[src/rtl/dm_arb_pkg.sv]
// ----------------------------------------------------------------------------
// dm_arb_pkg
// Shared definitions for the data-memory arbiter:
//   - dm_arb_state_e : sequencer states (IDLE -> ACC -> RESP -> IDLE)
//   - PORT_CPU/PORT_DBG : requester port indices
//   - ADDR_LIMIT_DEFAULT : default byte size of the mapped data memory
//   - addr_is_bad() : misaligned / out-of-range address test
// ----------------------------------------------------------------------------
package dm_arb_pkg;

   typedef enum logic [1:0] {
      ST_IDLE = 2'd0,
      ST_ACC  = 2'd1,
      ST_RESP = 2'd2
   } dm_arb_state_e;

   localparam logic PORT_CPU = 1'b0;
   localparam logic PORT_DBG = 1'b1;

   localparam logic [31:0] ADDR_LIMIT_DEFAULT = 32'h0000_1000;

   // A word access must be 4-byte aligned and lie below the mapped size.
   function automatic logic addr_is_bad(input logic [31:0] addr,
                                        input logic [31:0] limit);
      return (addr[1:0] != 2'b00) || (addr >= limit);
   endfunction

endpackage

[src/rtl/rr_arb2.sv]
// ----------------------------------------------------------------------------
// rr_arb2
// Combinational two-way round-robin picker. On a tie the port that did not
// win last time is chosen; the caller owns and updates the 'last' register.
// Ports:
//   req[1:0]  : request from port 0 / port 1
//   last      : index of the previous winner
//   gnt_valid : at least one request present
//   gnt_idx   : index of the chosen port (meaningful when gnt_valid)
// ----------------------------------------------------------------------------
module rr_arb2
   import dm_arb_pkg::*;
(
   input  logic [1:0] req,
   input  logic       last,
   output logic       gnt_valid,
   output logic       gnt_idx
);

   // Pick a winner; a tie goes to the port that is not 'last'.
   always_comb begin
      gnt_valid = 1'b0;
      gnt_idx   = PORT_CPU;
      case (req)
         2'b01: begin
            gnt_valid = 1'b1;
            gnt_idx   = PORT_CPU;
         end
         2'b10: begin
            gnt_valid = 1'b1;
            gnt_idx   = PORT_DBG;
         end
         2'b11: begin
            gnt_valid = 1'b1;
            gnt_idx   = ~last;
         end
         default: begin
            gnt_valid = 1'b0;
            gnt_idx   = PORT_CPU;
         end
      endcase
   end

endmodule

[src/rtl/dm_arbiter.sv]
// ----------------------------------------------------------------------------
// dm_arbiter
// Two-port arbiter/sequencer for the shared single-port data memory.
// Port 0 is the CPU MEM stage, port 1 the loader/debug requester. Each access
// takes IDLE (grant) -> ACC (drive DM) -> RESP (ack) with round-robin priority.
// Misaligned or out-of-range accesses never reach the DM and complete with err.
// Optional macro: DM_ARB_TRACE_EN prints a trace line for every committed
// write and every error access.
// Ports:
//   clk, reset (async, active-low)
//   pX_req/we/addr/wdata/pc : request from port X (held until pX_ack)
//   pX_ack/err/rdata        : one-cycle completion, error flag, read data
//   dm_a/wd/re/we/pc, dm_rd : DM interface (comb read, posedge write)
//   busy                    : sequencer is not idle
// ----------------------------------------------------------------------------
module dm_arbiter
   import dm_arb_pkg::*;
#(
   parameter logic [31:0] ADDR_LIMIT = ADDR_LIMIT_DEFAULT
)(
   input  logic        clk,
   input  logic        reset,
   input  logic        p0_req,
   input  logic        p0_we,
   input  logic [31:0] p0_addr,
   input  logic [31:0] p0_wdata,
   input  logic [31:0] p0_pc,
   input  logic        p1_req,
   input  logic        p1_we,
   input  logic [31:0] p1_addr,
   input  logic [31:0] p1_wdata,
   input  logic [31:0] p1_pc,
   output logic        p0_ack,
   output logic        p0_err,
   output logic [31:0] p0_rdata,
   output logic        p1_ack,
   output logic        p1_err,
   output logic [31:0] p1_rdata,
   output logic [31:0] dm_a,
   output logic [31:0] dm_wd,
   output logic        dm_re,
   output logic        dm_we,
   output logic [31:0] dm_pc,
   input  logic [31:0] dm_rd,
   output logic        busy
);

   dm_arb_state_e state_r, state_nxt_s;

   logic        last_r;
   logic        gnt_valid_s, gnt_idx_s;
   logic        grant_s;
   logic        sel_we_s;
   logic [31:0] sel_addr_s, sel_wdata_s, sel_pc_s;
   logic        sel_bad_s;

   logic        we_r;
   logic [31:0] addr_r, wdata_r, pc_r;
   logic        idx_r;
   logic        err_flag_r;
   logic        dm_re_r, dm_we_r;
   logic [1:0]  ack_r, err_r;
   logic [31:0] rdata0_r, rdata1_r;
   logic        rdata_upd_s;
   logic [31:0] rdata_nxt_s;

   rr_arb2 u_rr (
      .req       ({p1_req, p0_req}),
      .last      (last_r),
      .gnt_valid (gnt_valid_s),
      .gnt_idx   (gnt_idx_s)
   );

   // Winner's request fields and grant qualification.
   always_comb begin
      grant_s     = (state_r == ST_IDLE) && gnt_valid_s;
      sel_we_s    = p0_we;
      sel_addr_s  = p0_addr;
      sel_wdata_s = p0_wdata;
      sel_pc_s    = p0_pc;
      if (gnt_idx_s == PORT_DBG) begin
         sel_we_s    = p1_we;
         sel_addr_s  = p1_addr;
         sel_wdata_s = p1_wdata;
         sel_pc_s    = p1_pc;
      end else begin
         sel_we_s    = p0_we;
         sel_addr_s  = p0_addr;
         sel_wdata_s = p0_wdata;
         sel_pc_s    = p0_pc;
      end
      sel_bad_s = addr_is_bad(sel_addr_s, ADDR_LIMIT);
   end

   // Next-state logic of the IDLE/ACC/RESP sequencer.
   always_comb begin
      state_nxt_s = state_r;
      case (state_r)
         ST_IDLE: begin
            if (gnt_valid_s) begin
               state_nxt_s = ST_ACC;
            end else begin
               state_nxt_s = ST_IDLE;
            end
         end
         ST_ACC:  state_nxt_s = ST_RESP;
         ST_RESP: state_nxt_s = ST_IDLE;
         default: state_nxt_s = ST_IDLE;
      endcase
   end

   // Sequencer state register.
   always_ff @(posedge clk or negedge reset) begin
      if (!reset) begin
         state_r <= ST_IDLE;
      end else begin
         state_r <= state_nxt_s;
      end
   end

   // Latch the winning request at grant; 'last' starts at 1 so port 0 wins the first tie.
   always_ff @(posedge clk or negedge reset) begin
      if (!reset) begin
         last_r     <= 1'b1;
         we_r       <= 1'b0;
         addr_r     <= 32'h0;
         wdata_r    <= 32'h0;
         pc_r       <= 32'h0;
         idx_r      <= 1'b0;
         err_flag_r <= 1'b0;
      end else if (grant_s) begin
         last_r     <= gnt_idx_s;
         we_r       <= sel_we_s;
         addr_r     <= sel_addr_s;
         wdata_r    <= sel_wdata_s;
         pc_r       <= sel_pc_s;
         idx_r      <= gnt_idx_s;
         err_flag_r <= sel_bad_s;
      end
   end

   // DM strobes are registered at grant so they are high exactly during ACC
   // and drop asynchronously with reset.
   always_ff @(posedge clk or negedge reset) begin
      if (!reset) begin
         dm_re_r <= 1'b0;
         dm_we_r <= 1'b0;
      end else begin
         dm_re_r <= grant_s && !sel_we_s && !sel_bad_s;
         dm_we_r <= grant_s &&  sel_we_s && !sel_bad_s;
      end
   end

   // Read data load: DM word for a valid read, zero for an error, untouched for a write.
   always_comb begin
      rdata_upd_s = (state_r == ST_ACC) && (err_flag_r || !we_r);
      if (err_flag_r) begin
         rdata_nxt_s = 32'h0;
      end else begin
         rdata_nxt_s = dm_rd;
      end
   end

   // Completion pulse and error flag for the winner, issued on leaving ACC.
   always_ff @(posedge clk or negedge reset) begin
      if (!reset) begin
         ack_r <= 2'b00;
         err_r <= 2'b00;
      end else if (state_r == ST_ACC) begin
         ack_r        <= 2'b00;
         err_r        <= 2'b00;
         ack_r[idx_r] <= 1'b1;
         err_r[idx_r] <= err_flag_r;
      end else begin
         ack_r <= 2'b00;
         err_r <= 2'b00;
      end
   end

   // Per-port read data registers, held until the next ack on that port.
   always_ff @(posedge clk or negedge reset) begin
      if (!reset) begin
         rdata0_r <= 32'h0;
         rdata1_r <= 32'h0;
      end else if (rdata_upd_s) begin
         if (idx_r == PORT_DBG) begin
            rdata1_r <= rdata_nxt_s;
         end else begin
            rdata0_r <= rdata_nxt_s;
         end
      end
   end

`ifdef DM_ARB_TRACE_EN
   // Trace of committed writes and rejected accesses from the latched request.
   always @(posedge clk) begin
      if (reset && (state_r == ST_ACC)) begin
         if (err_flag_r) begin
            $display("ERR%d@%h: *%h <= %h", $time, pc_r, addr_r, wdata_r);
         end else if (we_r) begin
            $display("%d@%h: *%h <= %h", $time, pc_r, addr_r, wdata_r);
         end
      end
   end
`endif

   assign dm_a     = addr_r;
   assign dm_wd    = wdata_r;
   assign dm_pc    = pc_r;
   assign dm_re    = dm_re_r;
   assign dm_we    = dm_we_r;
   assign p0_ack   = ack_r[0];
   assign p1_ack   = ack_r[1];
   assign p0_err   = err_r[0];
   assign p1_err   = err_r[1];
   assign p0_rdata = rdata0_r;
   assign p1_rdata = rdata1_r;
   assign busy     = (state_r != ST_IDLE);

endmodule

[config.mk]
export PLATFORM = sky130hd
export DESIGN_NAME = dm_arbiter
export DESIGN_NICKNAME = d
export VERILOG_FILES = /design/src/rtl/dm_arb_pkg.sv /design/src/rtl/rr_arb2.sv /design/src/rtl/dm_arbiter.sv
export SDC_FILE = /design/constraint.sdc
export NUM_CORES = 1
export LEC_CHECK = 0
export CAP_MARGIN = 5
export CORE_AREA = 2 2 153 155
export CTS_BUF_LIST = sky130_fd_sc_hd__clkbuf_8
export CTS_CLUSTER_SIZE = 12
export DETAILED_ROUTE_END_ITERATION = 12
export DIE_AREA = 0 0 155 157
export GPL_TIMING_DRIVEN = 0
export PLACE_DENSITY_LB_ADDON = 0.12
export SLEW_MARGIN = 20
export SYNTH_ARGS = -nofsm -noshare
export SYNTH_HDL_FRONTEND = slang
export SYNTH_SLANG_ARGS = --single-unit
[constraint.sdc]
create_clock -name clk -period 1.56 [get_ports clk]
set_clock_uncertainty 0.1 [all_clocks]
set_input_delay 0.312 -clock clk [delete_from_list [all_inputs] [get_ports clk]]
set_output_delay 0.312 -clock clk [all_outputs]
set_load 0.005 [all_outputs]
==> out/results.tsv, run 1 <==
metric	value	unit
synth_commonest_cells	dfrtp_1 (171), a21oi_1 (99), nor2_1 (98)	
muxShareOfSynthArea	0.1298	
numClockSinks	172	
hold_violations	0	
ys_top_cells_by_area	dfrtp_1 (57%), mux2i_1 (13%), a21oi_1 (6.6%), nor2_1 (4.9%), o21ai_0 (4.3%)	
yosysWarnings	0	
initial_core_util	0.3324	
worst_hold_path.endpoint	last_r	
synth_top_family_by_area	simple AND/OR/NAND/NOR gates	
grt_pass1_wl	42010	µm
die_area	24340	µm²
vias_per_cell	4.809	
timing.rr.end	dm_we	
die_y	157	µm
hold_slack	248.1	ps
drtIter0Drc	332	
r2r_start	last_r	
setup_viol	39	
fin_nets	1450	
worstSkewPairLatency	450	ps
hp-class	input pin to flip-flop	
synthAdderAreaFrac	0	
die_w	155	µm
antenna_found_initial	1	
htree_levels	4	
cts.path.max_buffers	2	
grt_pass1_vias	7203	
grt_overflow_total	0	
drv_cap	0	
power	0.02020	W
wl_per_cell	19.66	µm
finalCritPeriodShare	1.068	
grt_usage	0.2262	
yosysTopAreaCellShare	0.5720	
hold_start	p1_req	
dp_hpwl	20620	µm
ys_ff_latch	172	
ys.flop_type	dfrtp_1	
synth-seq-area-share	0.5755	
antenna_cells	0	
synth_xor_area_frac	0	
ctsRootBufferMaster	clkbuf_8	
syn2layout_area_growth	87.69	%
cts_tree	built	
ir_worst_vdd	774.8	µV
critPathArrivalTime	1950	ps
first_pass_iters	4	
routed_wl	29830	µm
antenna_left	0	
synthSimpleGateAreaFrac	0.1353	
failed_checks	setup timing	
cts_buffers	17	
clk_pin_slew	90	ps
finalMaxSlewViolations	0	
synth.avg_cell_area	10.55	µm²
yosysUniqueCellTypes	29	
status	complete, but fails checks	
p_leak	6.023	nW
crit_fanout	7	
synth_nets	939	
worst_slack	-106.1	ps
r2r_cells	5	
route.detailed.drc	0	
drive_above_1_share	0.2516	
synth_cells	709	
synth-edff-count	0	
syn_area	7481	µm²
required	1840	ps
async_flop_share	1.000	
coreArea	22500	µm²
synth.most_common_cell	dfrtp_1	
layout_min_cycle_time	1666	ps
slew_headroom	0.6806	
synth_top_area_cell	dfrtp_1	
holdPathStages	3	
vias	7296	
worstSetupEndpointType	flip-flop	
final_util	0.6240	
place_congestion	0.7817	
grt_max_degree	91	
rows	55	
synth_compound_area_frac	0.1157	
fmax	600.2	MHz
p_per_area	1438	nW/µm²
critPathLaunchType	input pin	
io_buffers	396	
criticalPathCategory	input pin to flip-flop	
rsz0062_at_grt	true	
tightestPinTransition	479.1	ps
ioPinCount	397	
reg2reg_slack	-100	ps
routing by layer:
metal	vias up	part of all wire	global-route usage
met1	3517	0.37	0.2616
met2	283	0.54	0.4049
li1	3467	-	-
met4	2	0.015	0.06437
met3	27	0.077	0.06966
met5	-	0.00037	0
worst max-delay path by stage:
stage                 from   endpoint  slack, ps  depth (start not counted)
floorplan           last_r      dm_we        160                          5
global placement     reset  dm_pc[16]      -7370                          1
detailed placement  p1_req  dm_wd[26]       -610                          6
CTS                 last_r      dm_re       -160                          5
global route        last_r      dm_we       -180                          6
finish              p0_req      dm_we       -110                          7
metrics by stage:
stage / area [µm²] / TNS (ps) / cells / worst slack [ps]
after floorplan: 7481 / 0 / 709 / 161.3
after global placement: 11800 / -1323420 / 1390 / -7368
after detailed placement: 11830 / -61600 / 1391 / -610.6
after CTS: 13010 / -3618 / 1465 / -162.5
after global routing: 14040 / -5805 / 1517 / -182.5
final: 14040 / -1672 / 1517 / -106.1
sequential cells by signal, summed over array words and instances, names as in the netlist:
name	flops
dm_a	32
dm_pc	32
dm_wd	32
p0_rdata	32
p1_rdata	32
ack_r	2
err_r	2
state_r	2
dm_re	1
dm_we	1
err_flag_r	1
idx_r	1
last_r	1
we_r	1
kinds of logic after synthesis:
family	count (synthesis)
simple gates	222
mux	97
compound gates	168
buf+inv	50
flops	172
final cells by class:
| cell class | instances | area, µm² |
|---|---|---|
| buffer | 46 | 605.6 |
| clock buffer | 19 | 261.5 |
| clock inverter | 12 | 130.1 |
| fill | 1890 | 8462 |
| inverter | 2 | 7.507 |
| multi-input combinational | 491 | 3507 |
| sequential | 172 | 4309 |
| tap | 285 | 356.6 |
| timing repair buffer | 490 | 4863 |
worst max-delay path: stages:
cell	delay (ps)
clkdlybuf4s50_1	500
a21boi_4	260
buf_4	160
buf_12	140
nand4_1	100
a22oi_2	270
and3b_1	200
where the power goes:
part | internal, W | switching (W) | total, W
Combinational | 0.00549 | 0.00482 | 0.0103
Clock | 0.00140 | 0.00179 | 0.00319
Sequential | 0.00588 | 0.000816 | 0.00669
Total | 0.0128 | 0.00743 | 0.0202
what timing repair did:
action,CTS,global route
gates cloned,9,12
setup buffers,33,45
endpoints found under the setup margin,332,299
pin swaps,25,59
gates resized for setup,365,316
hold endpoints to repair,81,0
hold buffers,1,0
cells in the final DEF (no fill, tap or decap), types with 28 or more instances in the layout:
master / netlist / layout
clkdlybuf4s50_1: 0 / 227
o21ai_2: 0 / 30
clkdlybuf4s15_1: 0 / 125
buf_6: 11 / 36
nand2_1: 65 / 28
a21oi_1: 99 / 90
mux2i_1: 97 / 69
buf_4: 10 / 63
o21ai_1: 0 / 30
dfrtp_1: 171 / 168
nand2b_1: 33 / 32
nor2_1: 98 / 98
nand2_2: 1 / 28
(Power assumes the default switching activity.)
==> inputs of run 2 (changes only) <==
- SLEW_MARGIN: 20 -> not set
- TNS_END_PERCENT: not set -> 50
==> out/results.tsv, run 2 (synthesis results as in run 1) <==
metric	value	unit
die_area	24340	µm²
layout_min_cycle_time	1631	ps
dp_hpwl	20620	µm
required	1800	ps
p_sw	0.007144	W
rows	55	
status	complete, but fails checks	
slew_headroom	0.6705	
post-route-cell-area	13390	µm²
drive_above_1_share	0.1950	
cts_tree	built	
setup_viol	38	
coreArea	22500	µm²
ir_worst_vdd	743.1	µV
grt_overflow_total	0	
grt_usage	0.2191	
critPathLaunchType	flip-flop	
finalMaxSlewViolations	0	
numClockSinks	172	
finalCritPeriodShare	1.045	
mostFrequentLayoutCells	clkdlybuf4s50_1 (227), dfrtp_1 (168), nor2_1 (98), a21oi_1 (98), clkdlybuf4s15_1 (85)	
dp_slack	-610.6	ps
route.detailed.drc	0	
place_congestion	0.7817	
p_per_area	1450	nW/µm²
p_leak	5.822	nW
ctsRootBufferMaster	clkbuf_8	
hold_violations	0	
hp-class	input pin to flip-flop	
seqPwrFrac	0.344	
fmax	613.2	MHz
syn2layout_area_growth	78.93	%
grt_pass1_wl	40780	µm
cts_buffers	17	
grt_pass1_vias	7008	
first_pass_iters	5	
htree_levels	4	
criticalPathCategory	flip-flop to flip-flop	
post_dp_cell_area	11830	µm²
die_w	155	µm
layout_commonest_cell	clkdlybuf4s50_1	
die_y	157	µm
drv_cap	0	
fin_nets	1408	
rsz0062_at_grt	true	
antenna_found_initial	1	
grt_max_degree	91	
clk_pin_slew	90	ps
crit_fanout	10	
switching_share	0.3679	
p_comb_frac	0.492	
p_int	0.01227	W
critPathArrivalTime	1870	ps
failed_checks	setup timing	
ioPinCount	397	
cts.path.max_buffers	2	
clockPowerShare	0.164	
vias	7075	
worstSetupEndpointType	flip-flop	
vias_per_cell	4.797	
drtIter0Drc	342	
io_buffers	396	
initial_core_util	0.3324	
tightestPinTransition	494.2	ps
antenna_cells	0	
hold_slack	109.6	ps
final_util	0.5948	
routed_wl	28790	µm
antenna_left	0	
worstSkewPairLatency	450	ps
worst_slack	-70.66	ps
wl_per_cell	19.52	µm
-- run 2: timing repair --
| item | CTS | global route |
|---|---|---|
| endpoints found under the hold margin | 81 | 0 |
| pin swaps | 2 | 46 |
| resized for setup | 305 | 218 |
| setup buffers | 19 | 16 |
| cloned | 2 | 15 |
| hold buffers | 1 | 0 |
| endpoints found under the setup margin | 332 | 302 |
-- run 2: final cells by class --
cell class	count	area (µm²)
buffer	48	570.5
inverter	2	7.507
sequential	172	4309
fill	1966	9117
multi-input combinational	491	3264
clock buffer	19	261.5
tap	285	356.6
clock inverter	12	130.1
timing repair buffer	446	4486
-- run 2: metal layers --
metal / vias to the layer above / global-route usage / routed length [µm]
met3: 30 / 0.06828 / 2169
li1: 3374 / - / -
met1: 3409 / 0.2578 / 11030
met4: 2 / 0.05379 / 418
met2: 260 / 0.3903 / 15170
met5: - / 0 / 11
-- run 2: path summary, 6_finish.rpt --
check | slack [ps] | depth (start not counted) | from | end
setup / recovery | -70 | 5 | last_r | dm_pc[7]
hold / removal | 110 | 3 | p1_req | last_r
setup reg to reg | -70 | 5 | last_r | dm_pc[7]
hold reg to reg | 380 | 2 | p0_rdata[11] | p0_rdata[11]
max in group asynchronous | 250 | 3 | reset | dm_pc[0]
min in group asynchronous | 280 | 2 | reset | p0_rdata[15]
-- run 2: per-stage QoR --
stage               std cells  setup TNS (ps)  power [W]
floorplan                 709               0    0.01003
global placement         1390        -1323420    0.01488
detailed placement       1391          -61600    0.01493
CTS                      1444           -1968    0.01798
global route             1475           -9775    0.02063
finish                   1475          -771.8    0.01942
-- run 2: worst max-delay path: stages (launching register included) --
cell and delay [ps]:
dfstp_2 400, a21boi_4 240, buf_12 200, buf_6 180, mux2i_2 290, a21oi_1 100
-- run 2: power groups by stage --
stage	Sequential, W	Clock [W]	Combinational, W
floorplan	0.00681	0	0.00321
global placement	0.00670	0	0.00818
global route	0.00685	0.00347	0.0103
detailed placement	0.00671	0	0.00822
finish	0.00668	0.00318	0.00956
CTS	0.00663	0.00328	0.00807
==> inputs of run 3 (changes only) <==
- CAP_MARGIN: 5 -> not set
- GPL_ROUTABILITY_DRIVEN: not set -> 0
==> results of run 3 <==
Final layout, timing and power as in run 2 (identical DEF).
==> edit 1, RTL diff (config.mk and constraints of run 1) <==
Encoding of `dm_arb_state_e`: now one-hot (3 bits for 3 states).
--- a/src/rtl/dm_arb_pkg.sv
+++ b/src/rtl/dm_arb_pkg.sv
@@ -10,6 +10,6 @@
 
-   typedef enum logic [1:0] {
-      ST_IDLE = 2'd0,
-      ST_ACC  = 2'd1,
-      ST_RESP = 2'd2
+   typedef enum logic [2:0] {
+      ST_IDLE = 3'b001,
+      ST_ACC  = 3'b010,
+      ST_RESP = 3'b100
    } dm_arb_state_e;
Behaviour: same outputs for any inputs over 4 cycles, from zero or initial values and one cycle with reset low; so few cycles prove little.
==> edit 1 against run 1 <==
The flow still finishes with violations (negative setup slack); first-iteration DRC count down 11%; worst setup slack got worse by 300 ps; die area unchanged; register-to-register slack got worse by 310 ps; cell area increased by 0.35%; total power up 19%; sequential cell count increased by 1; wire length down 2.0%; area after synthesis down 0.15%; largest power group unchanged.
==> edit 1: results (changes against run 1) <==
metric;value;unit;change
cp_top_family;simple AND/OR/NAND/NOR gates;;was buffers and inverters
critPathMaxStageDelay;530;ps;was 500 ps
post-place-ws;-1070;ps;was -611 ps
violations;negative setup slack;;unchanged
ys_top_cells_by_count;nand2_1 (192), dfrtp_1 (171), nor2_1 (101);;was dfrtp_1 (171), a21oi_1 (99), nor2_1 (98)
grt_pass1_vias;7709;;was 7203
drt_iter0_markers;296;;was 332
detailed_place.area;11900;um^2;was 11800 um^2
synthTopCellsByArea;dfrtp_1 (57%), nand2_1 (9.6%), mux2_2 (9.3%);;was dfrtp_1 (57%), mux2i_1 (13%), a21oi_1 (6.6%)
holdWs;285;ps;was 248 ps
peakVddDrop;0.723;mV;was 0.775 mV
vias;7450;;was 7296
final_layout_size_suffix_gt1_frac;0.280;;was 0.252
outcome;complete, but fails checks;;unchanged
grt.total_usage;0.234;;was 0.226
fin_ws;-409;ps;was -106 ps
syn_nets;976;;was 939
setup-tns-final;-42830;ps;was -1670 ps
synth_cell_types;30;;was 29
regToRegStartpoint;state_r[0];;was last_r
ys_seq_area_frac;0.580;;was 0.576
timing.reg2reg.setup_slack;-410;ps;was -100 ps
period_needed;1970;ps;was 1670 ps
hpwl;20200;um;was 20600 um
cp_data_arrival_time;2240;ps;was 1950 ps
setup_viol;168;;was 39
tightest_slew;517;ps;was 479 ps
grt_start_max_net_pins;94;;was 91
## edit 1: cell types whose count changed in the layout (fill, tap and decap cells not counted), sizes merged, moves of 65 or more
cell and delta:
a21oi -98, mux2 +66, a31oi +95, o21ai -65
mux2i -96, nand2 +124
## edit 1: kinds of logic after synthesis
| group | count (synthesis) | synth area share |
|---|---|---|
| AOI/OAI and AO/OA | 101 | 0.0858 |
| muxes | 67 | 0.101 |
| DFF | 173 | 0.580 |
| and+or+nand+nor | 351 | 0.198 |
| buffers and inverters | 54 | 0.0358 |
## edit 1: how the worst max path moves through the flow
stage	start	end
2_1_floorplan	state_r[0]	idx_r
3_3_place_gp	reset	dm_wd[4]
3_5_place_dp	p0_req	dm_re
4_1_cts	state_r[0]	busy
5_1_grt	state_r[0]	dm_pc[4]
6_report	state_r[0]	dm_pc[4]
## edit 1: report_power, final
group / switching, mW / internal [mW]
sequential: 1.12 / 6.41
combinational: 5.42 / 7.74
clock: 1.92 / 1.52
## edit 1: final cells by class
class | count | area share
Buffer | 45 | 0.0313
Inverter | 1 | 0.000266
Antenna cell | 2 | 0.000355
Clock inverter | 15 | 0.0140
Multi-Input combinational cell | 519 | 0.241
Sequential cell | 173 | 0.308
Timing Repair Buffer | 491 | 0.363
Clock buffer | 17 | 0.0166
Tap cell | 285 | 0.0253
## edit 1: metrics by stage
stage                     cells  total power, mW
final                      1548             24.1
after global routing       1547             25.6
after CTS                  1543             24.1
after detailed placement   1428             17.1
after global placement     1427             17.0
after floorplan             746             11.3
## edit 1: repair_timing
action	4_1_cts	5_1_grt
endpoints found under the setup margin	331	311
pin swaps	6	7
endpoints found under the hold margin	80	0
gates cloned	23	2
setup buffers	62	15
hold buffers	1	0
resized for setup	475	148
## edit 1: layer usage
metal	share of wire	wire length (um)	track usage
met5	0	0	0
met4	0.033	958	0.0913
met3	0.079	2300	0.0790
met2	0.52	15200	0.415
met1	0.37	10700	0.258
==> edit 2, RTL diff (flow settings as in run 1) <==
Made on the original files. Register the outputs `p0_err` and `p1_err`, cleared by the reset; this adds one clock of latency there. The other outputs are not delayed to match.
--- a/src/rtl/dm_arbiter.sv
+++ b/src/rtl/dm_arbiter.sv
@@ -213,4 +213,11 @@
    assign p1_ack   = ack_r[1];
-   assign p0_err   = err_r[0];
-   assign p1_err   = err_r[1];
+   always_ff @(posedge clk or negedge reset) begin
+      if (!reset) begin
+         p0_err <= '0;
+         p1_err <= '0;
+      end else begin
+         p0_err <= err_r[0];
+         p1_err <= err_r[1];
+      end
+   end
    assign p0_rdata = rdata0_r;
Function: changed (Yosys sat finds a counterexample within 4 cycles, from zero or initial values and one cycle with reset low).
==> edit 2 against run 1 <==
The flow still finishes with violations (negative setup slack); global-route usage up 0.34 points; cell area down 3.8%; hold slack worse by 49 ps; sequential cell count up 2; via count down 1.9%; worst setup slack better by 18 ps; total power down 3.9%; critical path depth down 2; sequential share of layout area up 1.6 points; wire length down 2.6%; area after synthesis up 0.67%; highest routed layer is now met4.
==> edit 2: results (changes against run 1) <==
metric;value;unit;change
path_clk_slew;100;ps;
drt_iter0_markers;377;;was 332
grt_start_max_net_pins;94;;was 91
slew_headroom;0.660;;was 0.681
setup_viol;48;;was 39
synth_cell_types;29;;unchanged
final_layout_size_suffix_gt1_frac;0.193;;was 0.252
leakage;5.76;nW;was 6.02 nW
post-place-ws;-601;ps;was -611 ps
cts_htree_levels;4;;unchanged
firstDrtPassIters;4;;unchanged
hold_class;in2reg;;unchanged
cts_buffers;17;;unchanged
cts_max_path_buffers;2;;unchanged
antenna_found_initial;1;;unchanged
grt_pass1_wl;42500;um;was 42000 um
ys_async_sr_fraction;1.00;;unchanged
synth_warnings;0;;unchanged
peakVddDrop;0.751;mV;was 0.775 mV
routedWlPerCell;19.4;um;was 19.7 um
via_per_inst;4.77;;was 4.81
clock_latency;450;ps;about the same
detailed_place.area;11900;um^2;was 11800 um^2
gp_congestion;0.836;;was 0.782
cts_root_buf;clkbuf_8;;unchanged
fin_ws;-88.4;ps;was -106 ps
worstPathMaxFanout;8;;was 7
hpwl;20700;um;was 20600 um
final_nets;1431;;was 1450
grt.total_usage;0.230;;was 0.226
violations;negative setup slack;;unchanged
portBuffers;396;;unchanged
ys_seq_area_frac;0.578;;was 0.576
outcome;complete, but fails checks;;unchanged
finalMaxSlewViolations;0;;unchanged
syn_nets;941;;was 939
cellInternalPower;12.5;mW;was 12.8 mW
synth_ff_type;dfrtp_1;;unchanged
synthTopCellsByArea;dfrtp_1 (57%), mux2i_1 (13%), a21oi_1 (6.6%);;unchanged
ys_top_cells_by_count;dfrtp_1 (173), a21oi_1 (99), nor2_1 (98);;was dfrtp_1 (171), a21oi_1 (99), nor2_1 (98)
fillers;1936;;was 1890
cp_data_arrival_time;1940;ps;
grt_pass1_vias;7221;;was 7203
-- edit 2: cell families (layout without fill, tap and decap cells) --
kind of cell	after synthesis	after routing	synth area share
simple gates	222	223	0.134
buf+inv	50	552	0.0434
flops	174	174	0.578
other cells	0	1	0
mux	97	97	0.129
compound gates	168	168	0.115
-- edit 2: final timing paths --
check | start | end | slack [ps] | cells past startpoint
worst max-delay path | last_r | dm_we | -90 | 5
worst min-delay path | p1_req | last_r | 200 | 3
worst max register to register | last_r | dm_we | -90 | 5
max in group asynchronous | reset | err_flag_r | 210 | 3
worst min register to register | err_r[0] | p0_err | 240 | 0
min in group asynchronous | reset | p0_rdata[25] | 270 | 2
-- edit 2: metal layers --
metal  vias to the layer above  track usage  wire length [um]
met1                      3470        0.266             11400
met2                       254        0.402             14900
met3                        19       0.0906              2390
li1                       3411            -                 -
met5                         -            0                 0
met4                         0       0.0489               333
-- edit 2: critical path: stages (launching register included) --
cell,delay (ps)
dfstp_2,560
a21boi_4,100
buf_12,180
nand4b_1,180
a22oi_2,270
and3b_1,200
-- edit 2: power groups by stage --
stage	clock, mW	combinational, mW	sequential, mW
3_5_place_dp	0	8.18	6.80
6_report	3.56	9.13	6.73
3_3_place_gp	0	8.14	6.78
4_1_cts	3.65	8.63	6.71
5_1_grt	3.85	9.89	6.91
2_1_floorplan	0	3.21	6.89
-- edit 2: cell type report --
cell class              count  area, um^2  share of cell area
clock inverters            15         208              0.0154
inverters                   2        7.51            0.000556
clock buffers              17         234              0.0173
repair buffers            470        4560               0.338
plain buffers              48         616              0.0456
diodes                      1        2.50            0.000185
multi-input cells         488        3160               0.234
well taps                 285         357              0.0264
flip-flops and latches    174        4360               0.323
-- edit 2: timing repair --
action	4_1_cts	5_1_grt
gates cloned	8	4
hold buffers	1	0
resized for setup	376	195
buffers inserted	38	32
pin swaps	46	26
setup endpoints to repair	331	302
hold endpoints to repair	81	0
-- edit 2: metrics by stage --
stage	setup TNS [ps]	std cells	hold slack (ps)
3_3_place_gp	-1345580	1392	233
5_1_grt	-6050	1500	221
2_1_floorplan	0	711	-83.6
4_1_cts	-6820	1472	167
3_5_place_dp	-62120	1393	235
6_report	-1560	1500	199
